## config.mk

```make
export PLATFORM = sky130hd
export DESIGN_NAME = pipe_stage_buff
export DESIGN_NICKNAME = d
export VERILOG_FILES = /design/src/rtl/pipe_buff_pkg.sv /design/src/rtl/pipe_payload_reg.sv /design/src/rtl/pipe_stage_buff.sv
export SDC_FILE = /design/constraint.sdc
export NUM_CORES = 1
export LEC_CHECK = 0
export ABC_AREA = 1
export CAP_MARGIN = 20
export CORE_ASPECT_RATIO = 1.75
export CORE_UTILIZATION = 40
export CTS_CLUSTER_SIZE = 28
export DETAILED_ROUTE_END_ITERATION = 16
export HOLD_SLACK_MARGIN = 0.12
export PLACE_DENSITY = 0.71
export SYNTH_ARGS = -nofsm -noshare
export SYNTH_HDL_FRONTEND = slang
export SYNTH_SLANG_ARGS = --single-unit
export TNS_END_PERCENT = 100
```

## constraint.sdc

```tcl
create_clock -name clk -period 2.72 [get_ports clk]
set_input_delay 0.544 -clock clk [delete_from_list [all_inputs] [get_ports clk]]
set_output_delay 0.544 -clock clk [all_outputs]
set_load 0.02 [all_outputs]
```

## src/rtl/pipe_buff_pkg.sv

```systemverilog
// Shared types and helpers for the two-entry skid pipeline stage.
package pipe_buff_pkg;

    typedef enum logic [1:0] {
        EMPTY = 2'd0,
        ONE   = 2'd1,
        FULL  = 2'd2
    } buff_state_e;

    function automatic int payload_width(input int wb_size, input int mem_size,
                                         input int flag_size, input int data_w,
                                         input int pc_w, input int rdst_w);
        return wb_size + mem_size + flag_size + (2 * data_w) + pc_w + rdst_w;
    endfunction

endpackage

```

## src/rtl/pipe_payload_reg.sv

```systemverilog
// Load-enabled payload register with asynchronous active-low clear.
module pipe_payload_reg #(
    parameter int WIDTH = 8
) (
    input  logic             clk,
    input  logic             rst_n,
    input  logic             load,
    input  logic [WIDTH-1:0] d,
    output logic [WIDTH-1:0] q
);

    logic [WIDTH-1:0] data_r;

    // Capture the payload only when a transfer targets this entry.
    always_ff @(posedge clk or negedge rst_n) begin
        if (!rst_n) begin
            data_r <= '0;
        end else if (load) begin
            data_r <= d;
        end
    end

    assign q = data_r;

endmodule

```

## src/rtl/pipe_stage_buff.sv

```systemverilog
// Two-entry skid pipeline register: main entry drives the outputs, skid entry
// catches the word accepted while downstream stalls.
module pipe_stage_buff
    import pipe_buff_pkg::*;
#(
    parameter int WB_SIZE   = 4,
    parameter int MEM_SIZE  = 6,
    parameter int FLAG_SIZE = 4,
    parameter int DATA_W    = 16,
    parameter int PC_W      = 32,
    parameter int RDST_W    = 3
) (
    input  logic                 clk,
    input  logic                 rst,
    input  logic                 i_flush,
    input  logic                 i_valid,
    output logic                 o_ready,
    input  logic                 i_ready,
    output logic                 o_valid,
    input  logic [WB_SIZE-1:0]   i_WB,
    input  logic [MEM_SIZE-1:0]  i_Mem,
    input  logic [PC_W-1:0]      i_pc,
    input  logic [RDST_W-1:0]    i_Rdst,
    input  logic [DATA_W-1:0]    i_alu,
    input  logic [DATA_W-1:0]    i_read_data1,
    input  logic [FLAG_SIZE-1:0] i_flag,
    output logic [WB_SIZE-1:0]   o_WB,
    output logic [MEM_SIZE-1:0]  o_Mem,
    output logic [PC_W-1:0]      o_pc,
    output logic [RDST_W-1:0]    o_Rdst,
    output logic [DATA_W-1:0]    o_alu,
    output logic [DATA_W-1:0]    o_read_data1,
    output logic [FLAG_SIZE-1:0] o_flag,
    output logic [1:0]           o_count
);

    localparam int PW = payload_width(WB_SIZE, MEM_SIZE, FLAG_SIZE, DATA_W, PC_W, RDST_W);

    buff_state_e state_r;
    logic        ready_r;
    logic        valid_r;
    logic [1:0]  count_r;

    logic          up_xfer_s;
    logic          dn_xfer_s;
    logic          main_load_s;
    logic          skid_load_s;
    logic          main_from_skid_s;
    logic [PW-1:0] in_pay_s;
    logic [PW-1:0] main_d_s;
    logic [PW-1:0] main_pay_s;
    logic [PW-1:0] skid_pay_s;

    logic [WB_SIZE-1:0]  main_wb_s;
    logic [MEM_SIZE-1:0] main_mem_s;

    assign in_pay_s  = {i_WB, i_Mem, i_pc, i_Rdst, i_alu, i_read_data1, i_flag};
    assign up_xfer_s = i_valid & ready_r;
    assign dn_xfer_s = valid_r & i_ready;

    // Steer the incoming word to main or skid; a flush suppresses every load.
    always_comb begin
        main_load_s      = 1'b0;
        skid_load_s      = 1'b0;
        main_from_skid_s = 1'b0;
        if (i_flush) begin
            main_load_s = 1'b0;
        end else begin
            case (state_r)
                EMPTY: main_load_s = up_xfer_s;
                ONE: begin
                    main_load_s = up_xfer_s & dn_xfer_s;
                    skid_load_s = up_xfer_s & ~dn_xfer_s;
                end
                FULL: begin
                    main_load_s      = dn_xfer_s;
                    main_from_skid_s = 1'b1;
                end
                default: main_load_s = 1'b0;
            endcase
        end
    end

    assign main_d_s = main_from_skid_s ? skid_pay_s : in_pay_s;

    pipe_payload_reg #(.WIDTH(PW)) u_main (
        .clk   (clk),
        .rst_n (rst),
        .load  (main_load_s),
        .d     (main_d_s),
        .q     (main_pay_s)
    );

    pipe_payload_reg #(.WIDTH(PW)) u_skid (
        .clk   (clk),
        .rst_n (rst),
        .load  (skid_load_s),
        .d     (in_pay_s),
        .q     (skid_pay_s)
    );

    // Occupancy FSM; ready/valid/count are registered alongside the state.
    always_ff @(posedge clk or negedge rst) begin
        if (!rst) begin
            state_r <= EMPTY;
            ready_r <= 1'b1;
            valid_r <= 1'b0;
            count_r <= 2'd0;
        end else if (i_flush) begin
            state_r <= EMPTY;
            ready_r <= 1'b1;
            valid_r <= 1'b0;
            count_r <= 2'd0;
        end else begin
            case (state_r)
                EMPTY: begin
                    if (up_xfer_s) begin
                        state_r <= ONE;
                        ready_r <= 1'b1;
                        valid_r <= 1'b1;
                        count_r <= 2'd1;
                    end
                end
                ONE: begin
                    if (up_xfer_s && !dn_xfer_s) begin
                        state_r <= FULL;
                        ready_r <= 1'b0;
                        valid_r <= 1'b1;
                        count_r <= 2'd2;
                    end else if (!up_xfer_s && dn_xfer_s) begin
                        state_r <= EMPTY;
                        ready_r <= 1'b1;
                        valid_r <= 1'b0;
                        count_r <= 2'd0;
                    end
                end
                FULL: begin
                    if (dn_xfer_s) begin
                        state_r <= ONE;
                        ready_r <= 1'b1;
                        valid_r <= 1'b1;
                        count_r <= 2'd1;
                    end
                end
                default: begin
                    state_r <= EMPTY;
                    ready_r <= 1'b1;
                    valid_r <= 1'b0;
                    count_r <= 2'd0;
                end
            endcase
        end
    end

    assign {main_wb_s, main_mem_s, o_pc, o_Rdst, o_alu, o_read_data1, o_flag} = main_pay_s;

    // Control fields become a bubble whenever no entry is presented.
    assign o_WB    = valid_r ? main_wb_s  : {WB_SIZE{1'b0}};
    assign o_Mem   = valid_r ? main_mem_s : {MEM_SIZE{1'b0}};
    assign o_valid = valid_r;
    assign o_ready = ready_r;
    assign o_count = count_r;

endmodule

```

==> results_tabular.tex, run 1 <==
\begin{tabular}{lr}
\hline
Metric & Value \\
\hline
\multicolumn{2}{l}{\textbf{Outcome}} \\
Result of the run & finished clean \\
\multicolumn{2}{l}{\textbf{Setup path}} \\
Setup slack of the most critical reg-to-reg path & 0.83 ns \\
Setup crit end kind & output pin \\
CP max-delay cell & sky130\_fd\_sc\_hd\_\_dfrtp\_1 \\
Critical R2R Launch & o\_valid \\
Worst Setup Path Type & reg -> out \\
Buffers plus inverters on the worst setup path & 2 \\
Data arrival time at the worst-slack endpoint & 1.97 ns \\
Data required time of the critical path & roughly 2.2 ns \\
Crit path largest cell delay & approximately 0.70 ns \\
Source of the critical timing path & o\_valid \\
Series of cell instances along the critical path & nand2\_1, inv\_1, clkdlybuf4s50\_1 \\
Startpoint Class & flop \\
Kind of cell with the highest combined delay on the critical path & flip-flops \\
FF-to-FF End & u\_main.q[72] \\
Critical Path Fanout Max & 14 \\
Depth of the worst register-to-register path & 5 \\
\multicolumn{2}{l}{\textbf{Floorplanning}} \\
Std cell rows & 68 \\
Die width & $\sim$110 µm \\
Die span in y & 190.4 µm \\
Effective utilization at floorplan & 0.4092 \\
Count of pins on the block boundary & between 150 and 200 \\
Core Footprint & 19820 µm² \\
Area enclosed by the die boundary & 20880 µm² \\
\multicolumn{2}{l}{\textbf{STA}} \\
Setup skew after layout & a little over 0.008 ns \\
Worst Tran Pin Value & 0.5875 ns \\
Setup Viol. Count Final & 0 \\
Post-Route Hold Slack & between 0.1 and 0.15 ns \\
Final number of hold-violating endpoints & 0 \\
Max Slew Vio Count & 0 \\
Time the worst path needs with I/O delays and setup & 2.514 ns \\
Setup repair after global routing missed its margin & no \\
Worst max-slew margin expressed relative to the limit & 0.6084 \\
Final period util & 0.9241 \\
Aggregate negative setup slack & 0 ns \\
Setup slack after layout & 0.2064 ns \\
Maximum clock frequency & 397.8 MHz \\
\multicolumn{2}{l}{\textbf{Global route}} \\
Initial antenna violation count & 1 \\
Via count of the first global-routing pass & 6547 \\
Gr usage total & 0.2030 \\
Final global-route overflow total & 0 \\
Maximum number of pins on one net before global-route repair & 82 \\
Global-route wire length before repair & 32.66 mm \\
\multicolumn{2}{l}{\textbf{Placed design}} \\
Cell count after placement & 1338 \\
Setup WS pre-CTS & $\sim$0.47 ns \\
Number of buffers added on ports & 170 \\
Final RePlAce weighted congestion & 0.7656 \\
HPWL after detailed placement & between 10 and 15 mm \\
Cell Area, Placed & 9552 µm² \\
\multicolumn{2}{l}{\textbf{Synth}} \\
Sequential-to-total area share from yosys stat & 0.5122 \\
Multiplexer area fraction after synthesis & 0 \\
Adder-Cell Fraction of Synth Area & 0 \\
Yosys warning total & 0 \\
Dominant combinational cell family by area after synthesis & simple AND/OR/NAND/NOR gates \\
Simple-gate portion of the synthesized area & 0.2946 \\
Count of mapped cells out of synthesis & between 1000 and 1500 \\
Xor/xnor cell area share of the yosys netlist & 0 \\
Synthesized cell area & roughly 8100 µm² \\
Compound-Gate Fraction of Synth Area & 0.06092 \\
Synthesis-stage register bit count & 166 \\
Avg Inst Size Synth & 7.793 µm² \\
Nets in the synthesized netlist & between 1000 and 1500 \\
Number of different library cells in the post-synthesis netlist & 18 \\
\multicolumn{2}{l}{\textbf{Power and ir drop}} \\
Overall power & 11.10 mW \\
Power density relative to cell area & 1091 nW/µm² \\
P\_leak & approximately 5.3 nW \\
Peak supply drop & 0.0006001 V \\
\multicolumn{2}{l}{\textbf{Cells and area}} \\
Share of the core filled with cells & 0.5133 \\
Area growth, synth to finish & 25.42\% \\
Share of final-layout standard cells stronger than drive strength 1 & 0.05432 \\
Post-route non-filler standard cell count & 1369 \\
Non-Filler Cell Area, Final & 10170 µm² \\
Net total in the final layout & 1198 \\
\multicolumn{2}{l}{\textbf{Clock network}} \\
Count of buffers added by post-CTS timing repair for setup & 0 \\
Clock tree from TritonCTS & yes \\
Hold buffer count at cts & 0 \\
Number of CTS-inserted buffers & 17 \\
Cells resized by post-CTS repair & 0 \\
Clock tree sinks & 166 \\
Clock insertion delay at the later pin of the skew report & 0.42 ns \\
Clock Tree Root & sky130\_fd\_sc\_hd\_\_clkbuf\_16 \\
Number of H-tree levels & 4 \\
Clock Tree Buf Depth & 2 \\
Clock-pin slew on the worst setup and hold paths & 0.07 ns \\
\multicolumn{2}{l}{\textbf{Routing}} \\
Residual antenna-violating net count after detailed routing & 0 \\
Number of vias after detailed routing & 6758 \\
Post-DR wirelength/cell & 14.64 µm \\
Detailed Route Iter0 Violations & 330 \\
Detailed-router iteration count before antenna repair & 4 \\
Via-per-instance ratio & 4.936 \\
Total routed wirelength & $\sim$20 mm \\
Post-detailed-route DRC marker count & 0 \\
\multicolumn{2}{l}{\textbf{Flow run}} \\
Number of maximum-capacitance constraint violations & 0 \\
\multicolumn{2}{l}{\textbf{Min path}} \\
Class of the worst hold path & in -> async \\
\hline
\end{tabular}
==> synthesized netlist by cell type (all sizes together) <==
cell | n | area (µm²)
a21oi | 48 | 251.5
buf | 116 | 758.2
clkbuf | 22 | 82.58
dfrtp | 165 | 4129
dfstp | 1 | 26.28
inv | 62 | 232.7
nand2 | 374 | 1411
nand3 | 155 | 775.7
nor2 | 50 | 202.7
o21ai | 47 | 235.2
o31ai | 1 | 7.510
==> worst max-delay path by stage <==
stage               depth (start not counted)  endpoint
floorplan                                   3   o_WB[2]
global placement                            7   o_valid
detailed placement                          7   o_valid
CTS                                         3   o_WB[1]
global route                                3  o_Mem[1]
finish                                      3   o_WB[1]
==> report_power, final <==
part | internal [mW] | total, mW | switching [mW]
Combinational | 1.80 | 4.37 | 2.57
Clock | 1.60 | 2.57 | 0.968
Sequential | 3.60 | 4.17 | 0.566
==> layer usage <==
metal,vias up,GRT usage,share of wire
li1,3342,-,-
met1,3223,0.2449,0.41
met2,172,0.3529,0.53
met3,21,0.03213,0.032
met4,0,0.08564,0.022
met5,-,0,0
==> cell type report <==
cell class	count	area [µm²]
clock inverters	9	150.1
fillers	1883	9649
flip-flops and latches	166	4155
well taps	245	306.5
clock buffers	21	470.5
repair buffers	190	1941
inverters	62	232.7
multi-input cells	675	2917
diodes	1	2.502
==> kinds of logic after synthesis <==
family                 count (synthesis)
DFF                                  166
AOI/OAI and AO/OA                     96
buffers and inverters                200
and+or+nand+nor                      579
==> state kept, by name (all words and copies together), names as in the netlist <==
register / count
u_main.q: 81
o_ready: 1
o_valid: 1
u_skid.q: 81
o_count: 2
==> cells in the final DEF (no fill, tap or decap) <==
master / netlist / final
sky130_fd_sc_hd__nand2_1: 371 / 369
sky130_fd_sc_hd__nor2_4: 2 / 3
sky130_fd_sc_hd__inv_2: 1 / 1
sky130_fd_sc_hd__dfrtp_1: 165 / 165
sky130_fd_sc_hd__a21oi_4: 1 / 1
sky130_fd_sc_hd__inv_1: 61 / 61
sky130_fd_sc_hd__clkinv_2: 0 / 3
sky130_fd_sc_hd__o31ai_1: 1 / 1
sky130_fd_sc_hd__o21ai_1: 16 / 16
sky130_fd_sc_hd__a21oi_1: 47 / 47
sky130_fd_sc_hd__buf_4: 75 / 13
sky130_fd_sc_hd__dfstp_2: 1 / 1
sky130_fd_sc_hd__nand2_2: 3 / 1
sky130_fd_sc_hd__clkbuf_16: 0 / 17
sky130_fd_sc_hd__nand2_4: 0 / 4
sky130_fd_sc_hd__clkbuf_1: 22 / 1
sky130_fd_sc_hd__clkdlybuf4s50_1: 0 / 169
sky130_fd_sc_hd__nand3_1: 155 / 155
sky130_fd_sc_hd__buf_6: 0 / 1
sky130_fd_sc_hd__bufinv_16: 0 / 4
sky130_fd_sc_hd__nor2_1: 48 / 47
sky130_fd_sc_hd__clkinvlp_4: 0 / 2
sky130_fd_sc_hd__o21ai_0: 31 / 31
sky130_fd_sc_hd__clkbuf_8: 0 / 3
sky130_fd_sc_hd__diode_2: 0 / 1
sky130_fd_sc_hd__buf_12: 0 / 7
No activity file was read; power rests on OpenSTA's default activity.
==> run 2: changes to the inputs <==
--- a/config.mk
+++ b/config.mk
@@ -13,6 +13,7 @@
 export DETAILED_ROUTE_END_ITERATION = 16
 export HOLD_SLACK_MARGIN = 0.12
 export PLACE_DENSITY = 0.71
+export SKIP_LAST_GASP = 1
 export SYNTH_ARGS = -nofsm -noshare
 export SYNTH_HDL_FRONTEND = slang
 export SYNTH_SLANG_ARGS = --single-unit
==> results of run 2 <==
The final DEF is identical to that of run 1; final timing and power are the same.
==> run 3: changes to the inputs <==
==> constraint.sdc (replaced) <==
create_clock -name clk -period 2.72 [get_ports clk]
set_input_delay 0.408 -clock clk [delete_from_list [all_inputs] [get_ports clk]]
set_output_delay 0.408 -clock clk [all_outputs]
set_load 0.02 [all_outputs]
==> run 3 against run 2 <==
  * First-iteration DRC count grew 24%
  * Sequential cell count is the same
  * Worst setup slack better by 0.14 ns
  * Fmax grew 6.1%
  * Total power shrank 0.80%
  * Register-to-register slack got worse by 0.10 ns
  * Non-clock buffer count shrank 3
  * Sequential power is essentially flat
  * Via count up 0.81%
  * Largest cell class unchanged
  * Largest power group unchanged
  * Highest routed layer unchanged
==> results_tabular.tex, run 3 (same netlist as run 1, synthesis figures left out) <==
\begin{tabular}{lr}
\hline
Metric & Value \\
\hline
\multicolumn{2}{l}{\textbf{Setup path}} \\
Setup crit end kind & output pin \\
Critical Path Fanout Max & 14 (unchanged) \\
CP max-delay cell & sky130\_fd\_sc\_hd\_\_dfrtp\_1 \\
Startpoint Class & flop \\
FF-to-FF End & u\_skid.q[63] \\
Crit path largest cell delay & 0.70 ns (about the same) \\
Data arrival time at the worst-slack endpoint & 1.96 ns (about the same) \\
Depth of the worst register-to-register path & 7 (+2) \\
Worst Setup Path Type & reg -> out \\
Setup slack of the most critical reg-to-reg path & 0.73 ns (-0.10 ns) \\
Data required time of the critical path & 2.31 ns (+0.13 ns) \\
Series of cell instances along the critical path & nand2\_1, inv\_1, clkdlybuf4s50\_1 \\
Critical R2R Launch & o\_valid \\
\multicolumn{2}{l}{\textbf{Clock network}} \\
Clock-pin slew on the worst setup and hold paths & 0.07 ns (about the same) \\
Clock tree from TritonCTS & yes \\
Clock insertion delay at the later pin of the skew report & 0.43 ns (about the same) \\
Number of H-tree levels & 4 (unchanged) \\
Clock tree sinks & 166 (unchanged) \\
Count of buffers added by post-CTS timing repair for setup & 0 (unchanged) \\
Cells resized by post-CTS repair & 0 (unchanged) \\
Hold buffer count at cts & 1 (+1) \\
Clock Tree Buf Depth & 2 (unchanged) \\
Number of CTS-inserted buffers & 17 (unchanged) \\
Clock Tree Root & sky130\_fd\_sc\_hd\_\_clkbuf\_16 \\
\multicolumn{2}{l}{\textbf{Min path}} \\
Class of the worst hold path & reg -> reg \\
Hold Path Sink & u\_skid.q[7] \\
Hold Crit Depth & 2 \\
Source of the worst hold timing path & u\_skid.q[7] \\
\multicolumn{2}{l}{\textbf{Floorplanning}} \\
Effective utilization at floorplan & 0.4092 (unchanged) \\
Die span in y & 190.4 µm (unchanged) \\
Std cell rows & 68 (unchanged) \\
Area enclosed by the die boundary & 20880 µm² (unchanged) \\
Die width & 109.7 µm (unchanged) \\
Count of pins on the block boundary & 171 (unchanged) \\
Core Footprint & 19820 µm² (unchanged) \\
\multicolumn{2}{l}{\textbf{Routing}} \\
Detailed-route wire length on metal 1 & 8.341 mm (+0.58\%) \\
Total routed wirelength & 20.32 mm (+1.3\%) \\
Detailed-router iteration count before antenna repair & 5 (+1) \\
Detailed Route Iter0 Violations & 408 (+24\%) \\
Met3 Routed Length & 825 µm (+29\%) \\
Post-detailed-route DRC marker count & 0 (unchanged) \\
Residual antenna-violating net count after detailed routing & 0 (unchanged) \\
Post-DR wirelength/cell & 14.86 µm (+1.5\%) \\
Highest routing layer actually used & met4 \\
Via-per-instance ratio & 4.984 (+0.96\%) \\
Number of vias after detailed routing & 6813 (+0.81\%) \\
Wire length on met2 & 10.64 mm (-0.33\%) \\
\multicolumn{2}{l}{\textbf{STA}} \\
Time the worst path needs with I/O delays and setup & 2.369 ns (-0.1444 ns) \\
Setup slack after layout & 0.3508 ns (+0.1444 ns) \\
Worst Tran Pin Value & 0.7848 ns (+0.1974 ns) \\
Max Slew Vio Count & 0 (unchanged) \\
Final number of hold-violating endpoints & 0 (unchanged) \\
Final period util & 0.8710 (-0.05307) \\
Setup Viol. Count Final & 0 (unchanged) \\
Setup repair after global routing missed its margin & no \\
Maximum clock frequency & 422.1 MHz (+6.1\%) \\
Setup skew after layout & 0.009004 ns (+0.0007130 ns) \\
Aggregate negative setup slack & 0 ns (unchanged) \\
Worst max-slew margin expressed relative to the limit & 0.4768 (-0.1316) \\
\multicolumn{2}{l}{\textbf{Power and ir drop}} \\
Switching portion of total power & 0.3838 (+0.01405) \\
Sequential share of power & 0.380 (+0.005) \\
Net Sw Power & 4.226 mW (+3.0\%) \\
Cell-internal power & 6.785 mW (-3.0\%) \\
Power density relative to cell area & 1085 nW/µm² (-0.57\%) \\
P\_leak & 5.286 nW (-0.31\%) \\
Peak supply drop & 0.0006970 V (+16\%) \\
Share of power burned in combinational logic & 0.396 (+0.002) \\
Part of the power in the clock network & 0.223 (-0.008) \\
\multicolumn{2}{l}{\textbf{Placed design}} \\
HPWL after detailed placement & 12.87 mm (+1.6\%) \\
Final RePlAce weighted congestion & 0.7995 (+4.4\%) \\
Number of buffers added on ports & 170 (unchanged) \\
Setup WS pre-CTS & 0.5027 ns (+0.02921 ns) \\
\multicolumn{2}{l}{\textbf{Global route}} \\
Final global-route overflow total & 0 (unchanged) \\
Maximum number of pins on one net before global-route repair & 82 (unchanged) \\
Gr usage total & 0.2074 (+0.004429) \\
Via count of the first global-routing pass & 6694 (+2.2\%) \\
Global-route wire length before repair & 33.48 mm (+2.5\%) \\
Initial antenna violation count & 0 (-1) \\
\multicolumn{2}{l}{\textbf{Cells and area}} \\
Storage element area & 4155 µm² (unchanged) \\
Area growth, synth to finish & 25.12\% \\
Antenna diode count & 0 (-1) \\
Net total in the final layout & 1195 (-0.25\%) \\
Commonest non-fill, non-tap cells in the layout & sky130\_fd\_sc\_hd\_\_nand2\_1, sky130\_fd\_sc\_hd\_\_clkdlybuf4s50\_1, sky130\_fd\_sc\_hd\_\_dfrtp\_1 \\
Most common library cell in the layout ignoring fill and taps & sky130\_fd\_sc\_hd\_\_nand2\_1 \\
Share of final-layout standard cells stronger than drive strength 1 & 0.05258 (-0.001734) \\
Fillers & 1864 (-1.0\%) \\
Area of combinational cells with multiple inputs & 2917 µm² (unchanged) \\
\multicolumn{2}{l}{\textbf{Flow run}} \\
Number of maximum-capacitance constraint violations & 0 (unchanged) \\
\multicolumn{2}{l}{\textbf{Outcome}} \\
Result of the run & finished clean \\
\hline
\end{tabular}
run 3: worst max path at each step:
stage,from,to,slack (ns)
finish,o_valid,o_WB[0],0.35
global placement,i_valid,u_main.q[44],0.54
floorplan,o_ready,u_skid.q[73],1.18
detailed placement,i_valid,u_main.q[41],0.50
CTS,o_valid,o_WB[0],0.27
global route,o_valid,o_WB[0],0.20
run 3: through the flow:
stage	hold slack (ns)	util	total power [mW]	cell area [µm²]	instances
after CTS	0.4740	0.5121	11.12	10150	1367
after global placement	0.4521	0.4816	8.514	9547	1334
after floorplan	0.1124	-	7.298	8113	1041
final	0.4726	0.5121	11.01	10150	1367
after global routing	0.4903	0.5121	11.75	10150	1367
after detailed placement	0.4577	0.4816	8.621	9547	1334
run 3: cell type report:
| class | count | area share |
|---|---|---|
| Inverter | 62 | 0.02293 |
| Clock inverter | 14 | 0.01627 |
| Timing Repair Buffer | 187 | 0.1917 |
| Tap cell | 245 | 0.03020 |
| Sequential cell | 166 | 0.4093 |
| Multi-Input combinational cell | 675 | 0.2873 |
| Clock buffer | 18 | 0.04228 |
run 3: routing by layer:
layer,GRT usage,vias to the layer above
met5,0,-
met2,0.3677,179
li1,-,3353
met4,0.08718,0
met3,0.02802,28
met1,0.2470,3253
run 3: power groups by stage:
| stage | Sequential [mW] | Clock [mW] | Combinational (mW) |
|---|---|---|---|
| 3_3_place_gp | 4.21 | 0 | 4.31 |
| 2_1_floorplan | 4.05 | 0 | 3.25 |
| 6_report | 4.19 | 2.46 | 4.36 |
| 4_1_cts | 4.20 | 2.51 | 4.41 |
| 3_5_place_dp | 4.23 | 0 | 4.39 |
| 5_1_grt | 4.31 | 2.61 | 4.83 |
run 3: worst max-delay path: cells and delay by family, from the launching register on:
kind / cells / cell delay [ns]
flip-flops: 1 / 0.70
AND/OR/NAND/NOR: 1 / 0.15
buffers and inverters: 2 / 0.67
